`src/rtl/alu_op_sequencer_pkg.sv`:
```
// Shared types and the golden ALU function for the ALU op sequencer and its bench.
package alu_seq_pkg;

  localparam int OPW_DEF  = 3;
  localparam int RESW_DEF = 4;

  typedef enum logic [1:0] {
    IDLE  = 2'd0,
    ISSUE = 2'd1,
    WAIT  = 2'd2,
    RESP  = 2'd3
  } state_e;

  typedef struct packed {
    logic [OPW_DEF-1:0] a;
    logic [OPW_DEF-1:0] b;
    logic               sel;
  } cmd_t;

  // Reference result: operands zero-extended, result taken mod 2^RESW.
  function automatic logic [RESW_DEF-1:0] alu_expected(input logic [OPW_DEF-1:0] a,
                                                       input logic [OPW_DEF-1:0] b,
                                                       input logic               sel);
    logic [RESW_DEF-1:0] ae;
    logic [RESW_DEF-1:0] be;
    ae = RESW_DEF'(a);
    be = RESW_DEF'(b);
    return sel ? (ae - be) : (ae + be);
  endfunction

endpackage

```
`src/rtl/alu_op_sequencer_if.sv`:
```
// Command and response channels of the ALU op sequencer.
interface alu_op_sequencer_if #(
  parameter int OPW  = 3,
  parameter int RESW = 4
);
  logic            cmd_valid;
  logic            cmd_ready;
  logic [OPW-1:0]  cmd_a;
  logic [OPW-1:0]  cmd_b;
  logic            cmd_sel;

  logic            rsp_valid;
  logic            rsp_ready;
  logic [OPW-1:0]  rsp_a;
  logic [OPW-1:0]  rsp_b;
  logic            rsp_sel;
  logic [RESW-1:0] rsp_result;
  logic            rsp_err;

  // Command source / response consumer side.
  modport master (
    output cmd_valid, cmd_a, cmd_b, cmd_sel, rsp_ready,
    input  cmd_ready, rsp_valid, rsp_a, rsp_b, rsp_sel, rsp_result, rsp_err
  );

  // Sequencer side.
  modport slave (
    input  cmd_valid, cmd_a, cmd_b, cmd_sel, rsp_ready,
    output cmd_ready, rsp_valid, rsp_a, rsp_b, rsp_sel, rsp_result, rsp_err
  );
endinterface

```
`src/rtl/alu_cmd_fifo.sv`:
```
// Synchronous first-in first-out buffer of ALU commands.
module alu_cmd_fifo
  import alu_seq_pkg::*;
#(
  parameter int DEPTH = 4
) (
  input  logic                   clock,
  input  logic                   reset,
  input  logic                   push,
  input  cmd_t                   din,
  input  logic                   pop,
  output cmd_t                   dout,
  output logic                   full,
  output logic                   empty,
  output logic [$clog2(DEPTH):0] count
);

  localparam int AW = $clog2(DEPTH);

  cmd_t          mem_q [DEPTH];
  logic [AW-1:0] wr_ptr_q, wr_ptr_d;
  logic [AW-1:0] rd_ptr_q, rd_ptr_d;
  logic [AW:0]   count_q, count_d;
  logic          do_push;
  logic          do_pop;

  assign full  = (count_q == (AW+1)'(DEPTH));
  assign empty = (count_q == '0);
  assign count = count_q;
  assign dout  = mem_q[rd_ptr_q];

  // Next pointer/occupancy; a push and a pop on the same edge leave count unchanged.
  always_comb begin
    do_push  = push && !full;
    do_pop   = pop && !empty;
    wr_ptr_d = wr_ptr_q;
    rd_ptr_d = rd_ptr_q;
    count_d  = count_q;
    if (do_push) wr_ptr_d = wr_ptr_q + AW'(1);
    if (do_pop)  rd_ptr_d = rd_ptr_q + AW'(1);
    if (do_push && !do_pop)      count_d = count_q + (AW+1)'(1);
    else if (do_pop && !do_push) count_d = count_q - (AW+1)'(1);
  end

  // Pointer and occupancy registers.
  always_ff @(posedge clock) begin
    if (!reset) begin
      wr_ptr_q <= '0;
      rd_ptr_q <= '0;
      count_q  <= '0;
    end else begin
      wr_ptr_q <= wr_ptr_d;
      rd_ptr_q <= rd_ptr_d;
      count_q  <= count_d;
    end
  end

  // Storage: contents are only meaningful below count, so no reset is needed.
  always_ff @(posedge clock) begin
    if (do_push) mem_q[wr_ptr_q] <= din;
  end

endmodule

```
`src/rtl/alu_op_sequencer.sv`:
```
// Buffers ALU commands, drives the ALU, captures its registered result and
// returns it with the operands and a self-check flag. OPW/RESW must match the
// package defaults because the command struct and golden function use them.
module alu_op_sequencer
  import alu_seq_pkg::*;
#(
  parameter int OPW   = OPW_DEF,
  parameter int RESW  = RESW_DEF,
  parameter int DEPTH = 4,
  parameter int ERRW  = 8
) (
  input  logic                clock,
  input  logic                reset,
  alu_op_sequencer_if.slave   bus,
  output logic [OPW-1:0]      alu_a,
  output logic [OPW-1:0]      alu_b,
  output logic                alu_sel,
  input  logic [RESW-1:0]     alu_result,
  output logic [ERRW-1:0]     err_count,
  output logic                busy
);

  function automatic logic [ERRW-1:0] sat_inc(input logic [ERRW-1:0] v);
    return (&v) ? v : (v + ERRW'(1));
  endfunction

  state_e                 state_q, state_d;
  cmd_t                   cur_q, cur_d;
  logic [OPW-1:0]         alu_a_q, alu_a_d;
  logic [OPW-1:0]         alu_b_q, alu_b_d;
  logic                   alu_sel_q, alu_sel_d;
  logic                   rsp_valid_q, rsp_valid_d;
  logic [OPW-1:0]         rsp_a_q, rsp_a_d;
  logic [OPW-1:0]         rsp_b_q, rsp_b_d;
  logic                   rsp_sel_q, rsp_sel_d;
  logic [RESW-1:0]        rsp_result_q, rsp_result_d;
  logic                   rsp_err_q, rsp_err_d;
  logic [ERRW-1:0]        err_count_q, err_count_d;

  cmd_t                   fifo_din;
  cmd_t                   fifo_dout;
  logic                   fifo_pop;
  logic                   fifo_full;
  logic                   fifo_empty;
  logic [$clog2(DEPTH):0] fifo_count;

  assign fifo_din = '{a: bus.cmd_a, b: bus.cmd_b, sel: bus.cmd_sel};

  alu_cmd_fifo #(.DEPTH(DEPTH)) u_fifo (
    .clock (clock),
    .reset (reset),
    .push  (bus.cmd_valid),
    .din   (fifo_din),
    .pop   (fifo_pop),
    .dout  (fifo_dout),
    .full  (fifo_full),
    .empty (fifo_empty),
    .count (fifo_count)
  );

  // Sequencing: IDLE pops, ISSUE lets the ALU sample, WAIT captures, RESP hands off.
  always_comb begin
    state_d      = state_q;
    cur_d        = cur_q;
    alu_a_d      = alu_a_q;
    alu_b_d      = alu_b_q;
    alu_sel_d    = alu_sel_q;
    rsp_valid_d  = rsp_valid_q;
    rsp_a_d      = rsp_a_q;
    rsp_b_d      = rsp_b_q;
    rsp_sel_d    = rsp_sel_q;
    rsp_result_d = rsp_result_q;
    rsp_err_d    = rsp_err_q;
    err_count_d  = err_count_q;
    fifo_pop     = 1'b0;
    unique case (state_q)
      // Stage 0: take the oldest command and present it to the ALU.
      IDLE: begin
        if (!fifo_empty) begin
          fifo_pop  = 1'b1;
          cur_d     = fifo_dout;
          alu_a_d   = fifo_dout.a;
          alu_b_d   = fifo_dout.b;
          alu_sel_d = fifo_dout.sel;
          state_d   = ISSUE;
        end
      end
      // Stage 1: ALU samples its inputs on this edge.
      ISSUE: state_d = WAIT;
      // Stage 2: ALU result is now registered; capture and self-check it.
      WAIT: begin
        rsp_result_d = alu_result;
        rsp_a_d      = cur_q.a;
        rsp_b_d      = cur_q.b;
        rsp_sel_d    = cur_q.sel;
        rsp_err_d    = (alu_result != alu_expected(cur_q.a, cur_q.b, cur_q.sel));
        rsp_valid_d  = 1'b1;
        if (rsp_err_d) err_count_d = sat_inc(err_count_q);
        state_d      = RESP;
      end
      // Stage 3: hold the response until the consumer takes it.
      RESP: begin
        if (bus.rsp_ready) begin
          rsp_valid_d = 1'b0;
          state_d     = IDLE;
        end
      end
      default: state_d = IDLE;
    endcase
  end

  // Control and output registers.
  always_ff @(posedge clock) begin
    if (!reset) begin
      state_q      <= IDLE;
      alu_a_q      <= '0;
      alu_b_q      <= '0;
      alu_sel_q    <= 1'b0;
      rsp_valid_q  <= 1'b0;
      rsp_a_q      <= '0;
      rsp_b_q      <= '0;
      rsp_sel_q    <= 1'b0;
      rsp_result_q <= '0;
      rsp_err_q    <= 1'b0;
      err_count_q  <= '0;
    end else begin
      state_q      <= state_d;
      alu_a_q      <= alu_a_d;
      alu_b_q      <= alu_b_d;
      alu_sel_q    <= alu_sel_d;
      rsp_valid_q  <= rsp_valid_d;
      rsp_a_q      <= rsp_a_d;
      rsp_b_q      <= rsp_b_d;
      rsp_sel_q    <= rsp_sel_d;
      rsp_result_q <= rsp_result_d;
      rsp_err_q    <= rsp_err_d;
      err_count_q  <= err_count_d;
    end
  end

  // In-flight command copy; only read after IDLE has loaded it.
  always_ff @(posedge clock) begin
    cur_q <= cur_d;
  end

  assign bus.cmd_ready  = !fifo_full;
  assign bus.rsp_valid  = rsp_valid_q;
  assign bus.rsp_a      = rsp_a_q;
  assign bus.rsp_b      = rsp_b_q;
  assign bus.rsp_sel    = rsp_sel_q;
  assign bus.rsp_result = rsp_result_q;
  assign bus.rsp_err    = rsp_err_q;
  assign alu_a          = alu_a_q;
  assign alu_b          = alu_b_q;
  assign alu_sel        = alu_sel_q;
  assign err_count      = err_count_q;
  assign busy           = (state_q != IDLE) || (fifo_count != '0);

endmodule

```
`src/flat_wrapper.sv`:
```
// flat-port wrapper written by rule: the top's interface ports become plain ports
module alu_op_sequencer_flat import alu_seq_pkg::*;
#(
  parameter int OPW   = OPW_DEF,
  parameter int RESW  = RESW_DEF,
  parameter int DEPTH = 4,
  parameter int ERRW  = 8
)
  (clock, reset, alu_a, alu_b, alu_sel, alu_result, err_count, busy, bus_cmd_valid, bus_cmd_a, bus_cmd_b, bus_cmd_sel, bus_rsp_ready, bus_cmd_ready, bus_rsp_valid, bus_rsp_a, bus_rsp_b, bus_rsp_sel, bus_rsp_result, bus_rsp_err);
  alu_op_sequencer_if #(.OPW(OPW), .RESW(RESW)) bus_i ();
  input  logic clock;
  input  logic reset;
  output logic [OPW-1:0] alu_a;
  output logic [OPW-1:0] alu_b;
  output logic alu_sel;
  input  logic [RESW-1:0] alu_result;
  output logic [ERRW-1:0] err_count;
  output logic busy;
  input wire logic [$bits(bus_i.cmd_valid)-1:0] bus_cmd_valid;
  input wire logic [$bits(bus_i.cmd_a)-1:0] bus_cmd_a;
  input wire logic [$bits(bus_i.cmd_b)-1:0] bus_cmd_b;
  input wire logic [$bits(bus_i.cmd_sel)-1:0] bus_cmd_sel;
  input wire logic [$bits(bus_i.rsp_ready)-1:0] bus_rsp_ready;
  output wire logic [$bits(bus_i.cmd_ready)-1:0] bus_cmd_ready;
  output wire logic [$bits(bus_i.rsp_valid)-1:0] bus_rsp_valid;
  output wire logic [$bits(bus_i.rsp_a)-1:0] bus_rsp_a;
  output wire logic [$bits(bus_i.rsp_b)-1:0] bus_rsp_b;
  output wire logic [$bits(bus_i.rsp_sel)-1:0] bus_rsp_sel;
  output wire logic [$bits(bus_i.rsp_result)-1:0] bus_rsp_result;
  output wire logic [$bits(bus_i.rsp_err)-1:0] bus_rsp_err;
  assign bus_i.cmd_valid = bus_cmd_valid;
  assign bus_i.cmd_a = bus_cmd_a;
  assign bus_i.cmd_b = bus_cmd_b;
  assign bus_i.cmd_sel = bus_cmd_sel;
  assign bus_i.rsp_ready = bus_rsp_ready;
  assign bus_cmd_ready = bus_i.cmd_ready;
  assign bus_rsp_valid = bus_i.rsp_valid;
  assign bus_rsp_a = bus_i.rsp_a;
  assign bus_rsp_b = bus_i.rsp_b;
  assign bus_rsp_sel = bus_i.rsp_sel;
  assign bus_rsp_result = bus_i.rsp_result;
  assign bus_rsp_err = bus_i.rsp_err;
  alu_op_sequencer #(.OPW(OPW), .RESW(RESW), .DEPTH(DEPTH), .ERRW(ERRW)) u_core (.clock(clock), .reset(reset), .bus(bus_i), .alu_a(alu_a), .alu_b(alu_b), .alu_sel(alu_sel), .alu_result(alu_result), .err_count(err_count), .busy(busy));
endmodule
```
`config.mk`:
```
export PLATFORM = sky130hd
export DESIGN_NAME = alu_op_sequencer_flat
export DESIGN_NICKNAME = d
export VERILOG_FILES = /design/src/rtl/alu_op_sequencer_pkg.sv /design/src/rtl/alu_op_sequencer_if.sv /design/src/rtl/alu_cmd_fifo.sv /design/src/rtl/alu_op_sequencer.sv /design/src/flat_wrapper.sv
export SDC_FILE = /design/constraint.sdc
export NUM_CORES = 1
export LEC_CHECK = 0
export ABC_CLOCK_PERIOD_IN_PS = 7200
export CORE_ASPECT_RATIO = 0.5
export CORE_UTILIZATION = 50
export CTS_CLUSTER_SIZE = 20
export DETAILED_ROUTE_END_ITERATION = 6
export PLACE_DENSITY = 0.74
export RECOVER_POWER = 25
export REMOVE_ABC_BUFFERS = 1
export SETUP_SLACK_MARGIN = 0.1
export SLEW_MARGIN = 20
export SYNTH_ARGS = -nofsm -noshare
export SYNTH_HDL_FRONTEND = slang
export SYNTH_SLANG_ARGS = --single-unit
```
`constraint.sdc`:
```
create_clock -name clock -period 7.2 [get_ports clock]
set_input_delay 1.44 -clock clock [delete_from_list [all_inputs] [get_ports clock]]
set_output_delay 1.44 -clock clock [all_outputs]
set_load 0.005 [all_outputs]
```
==> results.txt <==
Leak Pwr = 1.41 nW
Mapped Area = 3120 um2
Number of port buffers = 44
Worst vdd ir = 0.252 mV
Hold wc startpoint = u_core.alu_a[1]
Power Density = 412 nW/um2
Placer Congestion = 0.738
Sequential share of the synthesized area = 0.587
Critical R2R Capture = u_core.err_count[4]
CP Data Arrival Time = 3.71 ns
Critical path origin = alu_result[3]
Post-DR vias/cell = 5.28
Sinks on Clock Net = 74
Slew @ Worst Pin = 0.998 ns
DRC errors left = 0
Setup repair after global routing missed its margin = no
R2R cell count = 10
Synthesized area per cell = 12.3 um2
Largest net degree at the start of global routing = 36
Area grow syn2layout = 26.4%
CP delay by family, top = compound AO/OA/AOI/OAI gates
Worst hold stages = 2
Largest family of logic cells by synthesized area = simple AND/OR/NAND/NOR gates
Fillers = 423
CP max stage cell = o41ai_4
Initial cell density of the core = 0.543
Setup TNS = 0 ns
Worst EP required = 7.38 ns
Post-route ant nets = 0
Number of synthesized flops with an enable pin = 35
Simple-Gate Fraction of Synth Area = 0.114
Drt pass-1 iters = 4
Total global routing overflow = 0
Drt first-iter violations = 126
Core Rows = 19
Crit-path cells = clkdlybuf4s50_1, or4b_1, o211ai_2, xnor2_1, o41ai_4, or4_1, a21oi_1
Multiplexer share of the synthesized area = 0.102
Status = finished clean
Synth Register Bits = 74
R2r setup slk = 4.26 ns
Syn Inst Count = 253
Sw Share = 0.309
Routed wire length = 5600 um
Critical Path End Type = flop
Worst skew pair latency = 0.33 ns
Adder-Cell Fraction of Synth Area = 0.0689
Net Switching = 0.503 mW
Post-Route Skew = 0.00629 ns
YS warnings = 0
Die footprint = 6590 um2
Core Area = 5750 um2
Routed WL per cell = 14.5 um
H-tree level count = 3
GRT Resource Usage Total = 0.194
Post-CTS Resized = 0
Clk network pwr share = 0.294
CTS tree = built
Hold endpoint = u_core.alu_a[1]
Crit share post-route = 0.491
Clk slew on worst S/H paths = 0.06 ns
Post-synth ARST share = 0
DR vias = 2,045
Die H = 57.9 um
Crit-path max cell delay = 0.77 ns
Layout cells sized above 1 = 0.0792
Int Pwr = 1.12 mW
Register area = 1830 um2
Reg-to-Reg Start = u_core.cur_q[1]
Critical Path Source Type = input pin
Num CTS Buffers = 9
Final Hold Viols = 0
Endpoints failing setup = 0
Post-route minimum period = 3.53 ns
Max Cap Viol = 0
Initial antenna violation count = 0
Buf+Inv Stages, Crit Path = 1
CTS Root Buffer Type = clkbuf_16
Global-route wire length before repair = 9200 um
Post-CTS Setup Bufs = 0
Flop pwr share = 0.379
Nets = 329
Hold buffers post-CTS = 0
Cell variety after synth = 38
CTS max path bufs = 2
Critical path class = in2reg
Total chip power = 1.63 mW
Worst hold path class = reg2reg
Most frequent cells in the layout = 39 x dfxtp_1, 38 x clkdlybuf4s50_1, 35 x edfxtp_1
Vias in the first global route = 1,971
Synth Area in Compound Gates = 0.0693
Synth Area in XOR/XNOR = 0.0308
Overall die width = 114 um
Area taken by multi-input logic gates = 1200 um2
Commonest non-fill, non-tap cell in the layout = dfxtp_1
HPWL Detailed = 3930 um
Logic pwr share = 0.327
Main flop type after synthesis = dfxtp_1
# IOs = 45
CP Max Fanout = 14
Antenna cells = 0
Max transition margin = 0.331
Max-slew violations = 0
Fmax = 0.283 GHz
worst max-delay path by stage:
stage | cells past startpoint | slack [ns] | endpoint
2_1_floorplan | 6 | 4.12 | u_core.err_count[4]
3_3_place_gp | 7 | 3.43 | u_core.err_count[4]
3_5_place_dp | 7 | 3.35 | u_core.err_count[4]
4_1_cts | 7 | 3.67 | u_core.err_count[6]
5_1_grt | 7 | 3.57 | u_core.err_count[4]
6_report | 7 | 3.67 | u_core.err_count[4]
metrics by stage:
step,cells,hold WS (ns),utilization,area [um2],setup WS [ns]
2_1_floorplan,243,0.453,-,3080,4.12
3_3_place_gp,371,0.443,0.630,3620,3.43
3_5_place_dp,371,0.447,0.630,3620,3.35
4_1_cts,387,0.455,0.686,3950,3.67
5_1_grt,387,0.473,0.686,3950,3.57
6_report,387,0.450,0.686,3950,3.67
flip-flops by register name (all words and copies together), names as in the netlist, named ones only:
signal,cells
u_core.u_fifo.mem_q,28
u_core.bus.rsp_valid,1
u_core.bus.rsp_result,4
u_core.bus.rsp_a,3
u_core.u_fifo.count,3
u_core.u_fifo.rd_ptr_q,2
u_core.bus.rsp_err,1
u_core.alu_sel,1
u_core.state_q,2
u_core.cur_q,7
u_core.err_count,8
u_core.bus.rsp_sel,1
u_core.u_fifo.wr_ptr_q,2
u_core.alu_a,3
u_core.bus.rsp_b,3
u_core.alu_b,3
cells in the mapped netlist (all sizes together), types with 2 or more instances:
cell     n  area share
a21oi   18       0.029
and3     4      0.0080
buf      3      0.0060
clkbuf   7      0.0084
dfxtp   39        0.25
edfxtp  35        0.34
fa       2       0.013
ha      14       0.056
inv     11       0.013
mux2i   16       0.051
mux4     7       0.050
nand2   26       0.031
nand2b   3      0.0060
nand4    3      0.0060
nor2    25       0.030
nor2b    2      0.0040
nor3     2      0.0032
o21ai    3      0.0048
o31ai    4      0.0096
or3      2      0.0040
or4      4      0.0096
xnor2    7       0.020
xor2     4       0.011
power groups by stage:
stage / Clock (mW) / Combinational, mW / Sequential (mW)
after floorplan: 0 / 0.367 / 0.610
after global placement: 0 / 0.503 / 0.620
after detailed placement: 0 / 0.531 / 0.626
after CTS: 0.489 / 0.539 / 0.618
after global routing: 0.508 / 0.586 / 0.629
final: 0.479 / 0.531 / 0.616
worst register-to-register path: cells and delay by family, from the launching register on:
| family | cells | cell delay, ns |
|---|---|---|
| adders and majority gates | 2 | 0.59 |
| xor gates and xnor gates | 1 | 0.20 |
| DFF | 1 | 0.43 |
| and+or+nand+nor | 2 | 0.29 |
| muxes | 1 | 0.29 |
| AOI/OAI and AO/OA | 3 | 0.94 |
| buffers and inverters | 1 | 0.07 |
layer usage:
layer,vias to the layer above,wire [um],share of wire,track usage
li1,998,-,-,-
met1,984,2500,0.45,0.223
met2,51,2730,0.49,0.327
met3,12,270,0.048,0.0680
met4,0,108,0.019,0.103
met5,-,0,0,0
cell type report:
cell class | count | share of cell area
clock buffer | 13 | 0.0659
multi-input combinational | 157 | 0.304
tap | 84 | 0.0266
timing repair buffer | 44 | 0.112
inverter | 12 | 0.0114
clock inverter | 3 | 0.0162
sequential | 74 | 0.464
logic make-up after synthesis:
kind of cell	count (synthesis)
muxes	23
and+or+nand+nor	76
buffers and inverters	22
DFF	74
xor gates and xnor gates	11
adders and majority gates	16
AOI/OAI and AO/OA	31
Power figures use the tool's default switching activity.
